<file path="config.mk">
export PLATFORM = sky130hd
export DESIGN_NAME = serdes_tx
export DESIGN_NICKNAME = d
export VERILOG_FILES = /design/src/rtl/serdes_pkg.sv /design/src/rtl/serdes_bit_tick.sv /design/src/rtl/serdes_tx.sv
export SDC_FILE = /design/constraint.sdc
export NUM_CORES = 1
export LEC_CHECK = 0
export BUFFER_PORTS_ARGS = -buffer_cell sky130_fd_sc_hd__buf_2
export CORE_UTILIZATION = 58
export DETAILED_ROUTE_END_ITERATION = 12
export GPL_ROUTABILITY_DRIVEN = 0
export GPL_TIMING_DRIVEN = 1
export PLACE_DENSITY = 0.81
export SLEW_MARGIN = 10
export SYNTH_ARGS = -nofsm -noshare
export SYNTH_HDL_FRONTEND = slang
export SYNTH_HIERARCHICAL = 1
export SYNTH_SLANG_ARGS = --single-unit
</file>
<file path="constraint.sdc">
create_clock -name CLOCK_50 -period 6.14 [get_ports CLOCK_50]
set_clock_uncertainty 0.2 [all_clocks]
set_input_delay 1.535 -clock CLOCK_50 [delete_from_list [all_inputs] [get_ports CLOCK_50]]
set_output_delay 1.535 -clock CLOCK_50 [all_outputs]
set_load 0.02 [all_outputs]
</file>
<file path="src/rtl/serdes_pkg.sv">
// serdes_pkg: definitions shared by the SERDES transmitter and receiver.
//   serdes_state_e : frame FSM states
//   START_BIT/STOP_BIT : fixed framing bit values
//   frame_bits()   : number of serial bits in one frame for a given word width
//   calc_parity()  : parity bit of a word (even, or odd when requested)
package serdes_pkg;

  typedef enum logic [2:0] {
    S_IDLE   = 3'd0,
    S_START  = 3'd1,
    S_DATA   = 3'd2,
    S_PARITY = 3'd3,
    S_STOP   = 3'd4
  } serdes_state_e;

  localparam logic START_BIT = 1'b0;
  localparam logic STOP_BIT  = 1'b1;

  // Widest word the parity helper accepts; narrower words are zero-extended,
  // which leaves the XOR unchanged.
  localparam int PARITY_MAX_W = 32;

  function automatic int frame_bits(input int data_w);
    return data_w + 3;
  endfunction

  function automatic logic calc_parity(input logic [PARITY_MAX_W-1:0] data,
                                       input logic                    odd);
    return (^data) ^ odd;
  endfunction

endpackage

</file>
<file path="src/rtl/serdes_bit_tick.sv">
// serdes_bit_tick: bit-period counter for the serial frame.
//   i_clk     : clock
//   i_rst_n   : synchronous active-low reset
//   i_restart : restart the period (FSM is changing state this cycle)
//   o_tick    : high in the last cycle of each bit period
module serdes_bit_tick #(
  parameter int CLKS_PER_BIT = 1
) (
  input  logic i_clk,
  input  logic i_rst_n,
  input  logic i_restart,
  output logic o_tick
);

  localparam int CNT_W = (CLKS_PER_BIT > 1) ? $clog2(CLKS_PER_BIT) : 1;
  localparam logic [CNT_W-1:0] LAST = CNT_W'(CLKS_PER_BIT - 1);

  logic [CNT_W-1:0] r_cnt;

  // With CLKS_PER_BIT=1 LAST is 0, so the counter stays at 0 and ticks every cycle.
  always_ff @(posedge i_clk) begin
    if (!i_rst_n || i_restart || (r_cnt == LAST)) begin
      r_cnt <= '0;
    end else begin
      r_cnt <= r_cnt + CNT_W'(1);
    end
  end

  assign o_tick = (r_cnt == LAST);

endmodule

</file>
<file path="src/rtl/serdes_tx.sv">
// serdes_tx: framed parallel-to-serial transmitter.
//   CLOCK_50 : clock (rising edge)
//   resetN   : synchronous active-low reset
//   Pin      : parallel word, captured when a frame starts
//   send     : level transmit enable; frames repeat back to back while high
//   Sout     : registered serial line, idles high
//   err      : registered one-cycle pulse when a frame is aborted
//
// state    | meaning
// ---------+-----------------------------------------------
// S_IDLE   | line high, waiting for send
// S_START  | driving the start bit
// S_DATA   | driving data bits, LSB first
// S_PARITY | driving the parity bit
// S_STOP   | driving the stop bit; reload here if send held
module serdes_tx #(
  parameter int DATA_W       = 8,
  parameter int CLKS_PER_BIT = 1,
  parameter int ODD_PARITY   = 0
) (
  input  logic              CLOCK_50,
  input  logic              resetN,
  input  logic [DATA_W-1:0] Pin,
  input  logic              send,
  output logic              Sout,
  output logic              err
);
  import serdes_pkg::*;

  localparam int IDX_W = (DATA_W > 1) ? $clog2(DATA_W) : 1;
  localparam logic [IDX_W-1:0] IDX_LAST = IDX_W'(DATA_W - 1);
  localparam logic ODD = (ODD_PARITY != 0);

  serdes_state_e     r_state, w_state_nxt;
  logic [DATA_W-1:0] r_shift, w_shift_nxt;
  logic              r_parity, w_parity_nxt;
  logic [IDX_W-1:0]  r_idx, w_idx_nxt;
  logic              r_sout, w_sout_nxt;
  logic              r_err, w_err_nxt;
  logic              w_tick;
  logic              w_in_frame;
  logic              w_load;

  serdes_bit_tick #(
    .CLKS_PER_BIT(CLKS_PER_BIT)
  ) u_bit_tick (
    .i_clk    (CLOCK_50),
    .i_rst_n  (resetN),
    .i_restart(w_state_nxt != r_state),
    .o_tick   (w_tick)
  );

  // Abortable part of the frame: dropping send here discards the frame.
  assign w_in_frame = (r_state == S_START) || (r_state == S_DATA) || (r_state == S_PARITY);
  assign w_load     = send && ((r_state == S_IDLE) || ((r_state == S_STOP) && w_tick));

  always_ff @(posedge CLOCK_50) begin
    if (!resetN) begin
      r_state  <= S_IDLE;
      r_shift  <= '0;
      r_parity <= 1'b0;
      r_idx    <= '0;
      r_sout   <= STOP_BIT;
      r_err    <= 1'b0;
    end else begin
      r_state  <= w_state_nxt;
      r_shift  <= w_shift_nxt;
      r_parity <= w_parity_nxt;
      r_idx    <= w_idx_nxt;
      r_sout   <= w_sout_nxt;
      r_err    <= w_err_nxt;
    end
  end

  always_comb begin
    w_state_nxt = r_state;
    case (r_state)
      S_IDLE: begin
        if (send) w_state_nxt = S_START;
      end
      S_START: begin
        if (!send)       w_state_nxt = S_IDLE;
        else if (w_tick) w_state_nxt = S_DATA;
      end
      S_DATA: begin
        if (!send)                             w_state_nxt = S_IDLE;
        else if (w_tick && (r_idx == IDX_LAST)) w_state_nxt = S_PARITY;
      end
      S_PARITY: begin
        if (!send)       w_state_nxt = S_IDLE;
        else if (w_tick) w_state_nxt = S_STOP;
      end
      S_STOP: begin
        if (w_tick) w_state_nxt = send ? S_START : S_IDLE;
      end
      default: w_state_nxt = S_IDLE;
    endcase
  end

  // Outputs are registered, so Sout is computed for the state being entered
  // from the shift register value it will hold in that state.
  always_comb begin
    w_shift_nxt  = r_shift;
    w_parity_nxt = r_parity;
    w_idx_nxt    = r_idx;
    w_err_nxt    = w_in_frame && !send;

    if (w_load) begin
      w_shift_nxt  = Pin;
      w_parity_nxt = calc_parity(PARITY_MAX_W'(Pin), ODD);
    end else if ((r_state == S_DATA) && w_tick) begin
      w_shift_nxt = r_shift >> 1;
    end

    if (r_state != S_DATA) begin
      w_idx_nxt = '0;
    end else if (w_tick) begin
      w_idx_nxt = r_idx + IDX_W'(1);
    end

    case (w_state_nxt)
      S_START:  w_sout_nxt = START_BIT;
      S_DATA:   w_sout_nxt = w_shift_nxt[0];
      S_PARITY: w_sout_nxt = w_parity_nxt;
      default:  w_sout_nxt = STOP_BIT;
    endcase
  end

  assign Sout = r_sout;
  assign err  = r_err;

endmodule

</file>
==> flow_summary_export.csv <==
group,metric,value,unit
power_and_ir_drop,p_per_area,238,mW/mm^2
cells_and_area,fillers,107,
clock_network,cts_hold_buf,0,
clock_network,cts_buffers,3,
synthesis,yosys_warnings,6,
job,maxCapViolCount,0,
worst_setup_path,crit_family,"simple AND/OR/NAND/NOR gates",
synthesis,syn_area_per_cell,9.69,sq um
worst_setup_path,arrival,2.89,ns
synthesis,syn_area,882,sq um
worst_setup_path,max_stage_delay,0.47,ns
worst_setup_path,start_kind,"primary input",
global_routing,grt_pass1_wl,2.21,mm
timing,finalCritPeriodShare,47.2,%
global_routing,grt_max_degree,17,
timing,fin_tns_setup,0,ns
worst_setup_path,path_buf_inv,1,
drt,detail_route.vias_per_cell,5.33,
global_routing,grt_pass1_vias,524,
timing,fmax,345,MHz
worst_setup_path,crit_chain,"buf_2, nand3_1, mux2_4, nand3b_1, a21o_1",
die,ioPinCount,13,
clock_network,cts_resized,0,
global_routing,gr-total-overflow,0,
worst_setup_path,cp.required,6.13,ns
cells_and_area,final_nets,117,
global_routing,track_usage,21.0,%
cells_and_area,drive_gt1_share,17.5,%
clock_network,cts_setup_buffers,0,
drt,wl,1.41,mm
die,start_util,65.3,%
power_and_ir_drop,p_leak,0.000411,uW
clock_network,tritoncts,"built",
synthesis,synth_fp_nets,104,
drt,wire_per_inst,11.9,um
timing,rsz0062_at_grt,"false",
die,die_w,41,um
timing,tightest_slew,0.610,ns
clock_network,cts.sinks,18,
worst_setup_path,r2r_start,"u_bit_tick/r_cnt",
die,core,0.00135,sq mm
timing,hold_ws,0.311,ns
worst_setup_path,reg2regPathDepth,6,
drt,num_vias,629,
timing,worst_slack,3.24,ns
clock_network,clk_pin_slew,0.10,ns
worst_setup_path,cpMaxStageDelayCell,"mux2_4",
timing,finalSetupViolations,0,
worst_setup_path,startpoint,"send",
drt,drtPass1Iterations,2,
worst_hold_path,hp-class,"reg -> reg",
clock_network,htreeDepth,1,
timing,period_needed,2.90,ns
drt,antenna_left,0,
timing,hold_viol,0,
drt,drc_errors,0,
worst_setup_path,crit_type,"in -> reg",
die,dieHeight,41,um
placement,pre_cts_ws,2.97,ns
timing,drv_slew,0,
clock_network,clock_path_buffers,2,
worst_setup_path,r2r_slack,3.81,ns
worst_setup_path,r2r_end,"Sout",
placement,io_buffers,12,
cells_and_area,diodes,0,
clock_network,clk_latency,0.29,ns
global_routing,antenna_found_initial,0,
power_and_ir_drop,ir_drop,0.175,mV
worst_setup_path,critPathCaptureType,"register",
worst_setup_path,crit_end,"Sout",
run_status,status,"completed",
die,dieArea,0.00168,sq mm
clock_network,clock_tree.root_cell,"clkbuf_4",
cells_and_area,finish.instance_area,971,sq um
timing,slew_headroom,59.2,%
die,rows,13,
worst_setup_path,path_depth,5,
cells_and_area,area_delta_synth_final,10.1,%
worst_setup_path,worstPathMaxFanout,16,
drt,first_iter_violations,3,
placement,dpl_cell_area,935,sq um
synthesis,syn_inst,91,
-- routing by layer --
layer / global-route usage [%] / wire [um] / vias up
li1: - / - / 334
met1: 25.9 / 704 / 282
met2: 31.6 / 629 / 11
met3: 9.78 / 62 / 2
met4: 7.50 / 13 / 0
met5: 0 / 0 / -
-- cell usage in the layout, fill, tap and decap left out, types with 2 or more instances in the layout --
cell	count
nand2b_1	4
xnor2_1	8
ha_1	2
nor2_1	13
clkbuf_4	3
mux2i_1	9
inv_1	2
a21o_1	2
a211oi_1	6
buf_2	12
nand2_1	2
dfxtp_1	18
and2_1	3
mux2_4	2
-- flip-flops by register name, indices dropped and copies added, names as in the netlist --
register,cells
r_shift,8
r_parity,1
r_idx,3
err,1
Sout,1
u_bit_tick/r_cnt,1
r_state,3
-- stage by stage --
| stage | utilization, % | instances | power [uW] |
|---|---|---|---|
| after floorplan | - | 91 | 155 |
| after global placement | 69.2 | 114 | 162 |
| after detailed placement | 69.2 | 114 | 164 |
| after CTS | 71.9 | 118 | 234 |
| after global routing | 71.9 | 118 | 242 |
| final | 71.9 | 118 | 231 |
-- power breakdown --
part | internal, uW | leakage [uW] | switching [uW]
sequential | 123 | 0.000148 | 3.08
clock | 36.1 | 0.0000210 | 34.3
combinational | 17.5 | 0.000242 | 17.2
-- final cells by class --
| class | count | area, sq um | share of cell area, % |
|---|---|---|---|
| sequential | 18 | 360 | 37.1 |
| multi-input combinational | 67 | 488 | 50.3 |
| inverter | 2 | 7.51 | 0.773 |
| clock buffer | 4 | 36.3 | 3.74 |
| timing repair buffer | 12 | 60.1 | 6.19 |
| tap | 15 | 18.8 | 1.93 |
-- worst min path at each step --
stage / start / endpoint / slack (ns) / depth (start not counted)
detailed placement: r_idx[1] / r_idx[1] / 0.30 / 2
CTS: r_idx[1] / r_idx[1] / 0.32 / 2
global placement: r_idx[2] / r_idx[2] / 0.28 / 2
global route: r_idx[1] / r_idx[1] / 0.36 / 2
finish: r_idx[1] / r_idx[1] / 0.31 / 2
floorplan: r_idx[1] / r_idx[1] / 0.26 / 2
-- tightest hold or removal path: stages (launching register included) --
cell and delay (ns):
dfxtp_1 0.34, mux2i_1 0.06, nor2_1 0.08
Power figures use the tool's default switching activity.
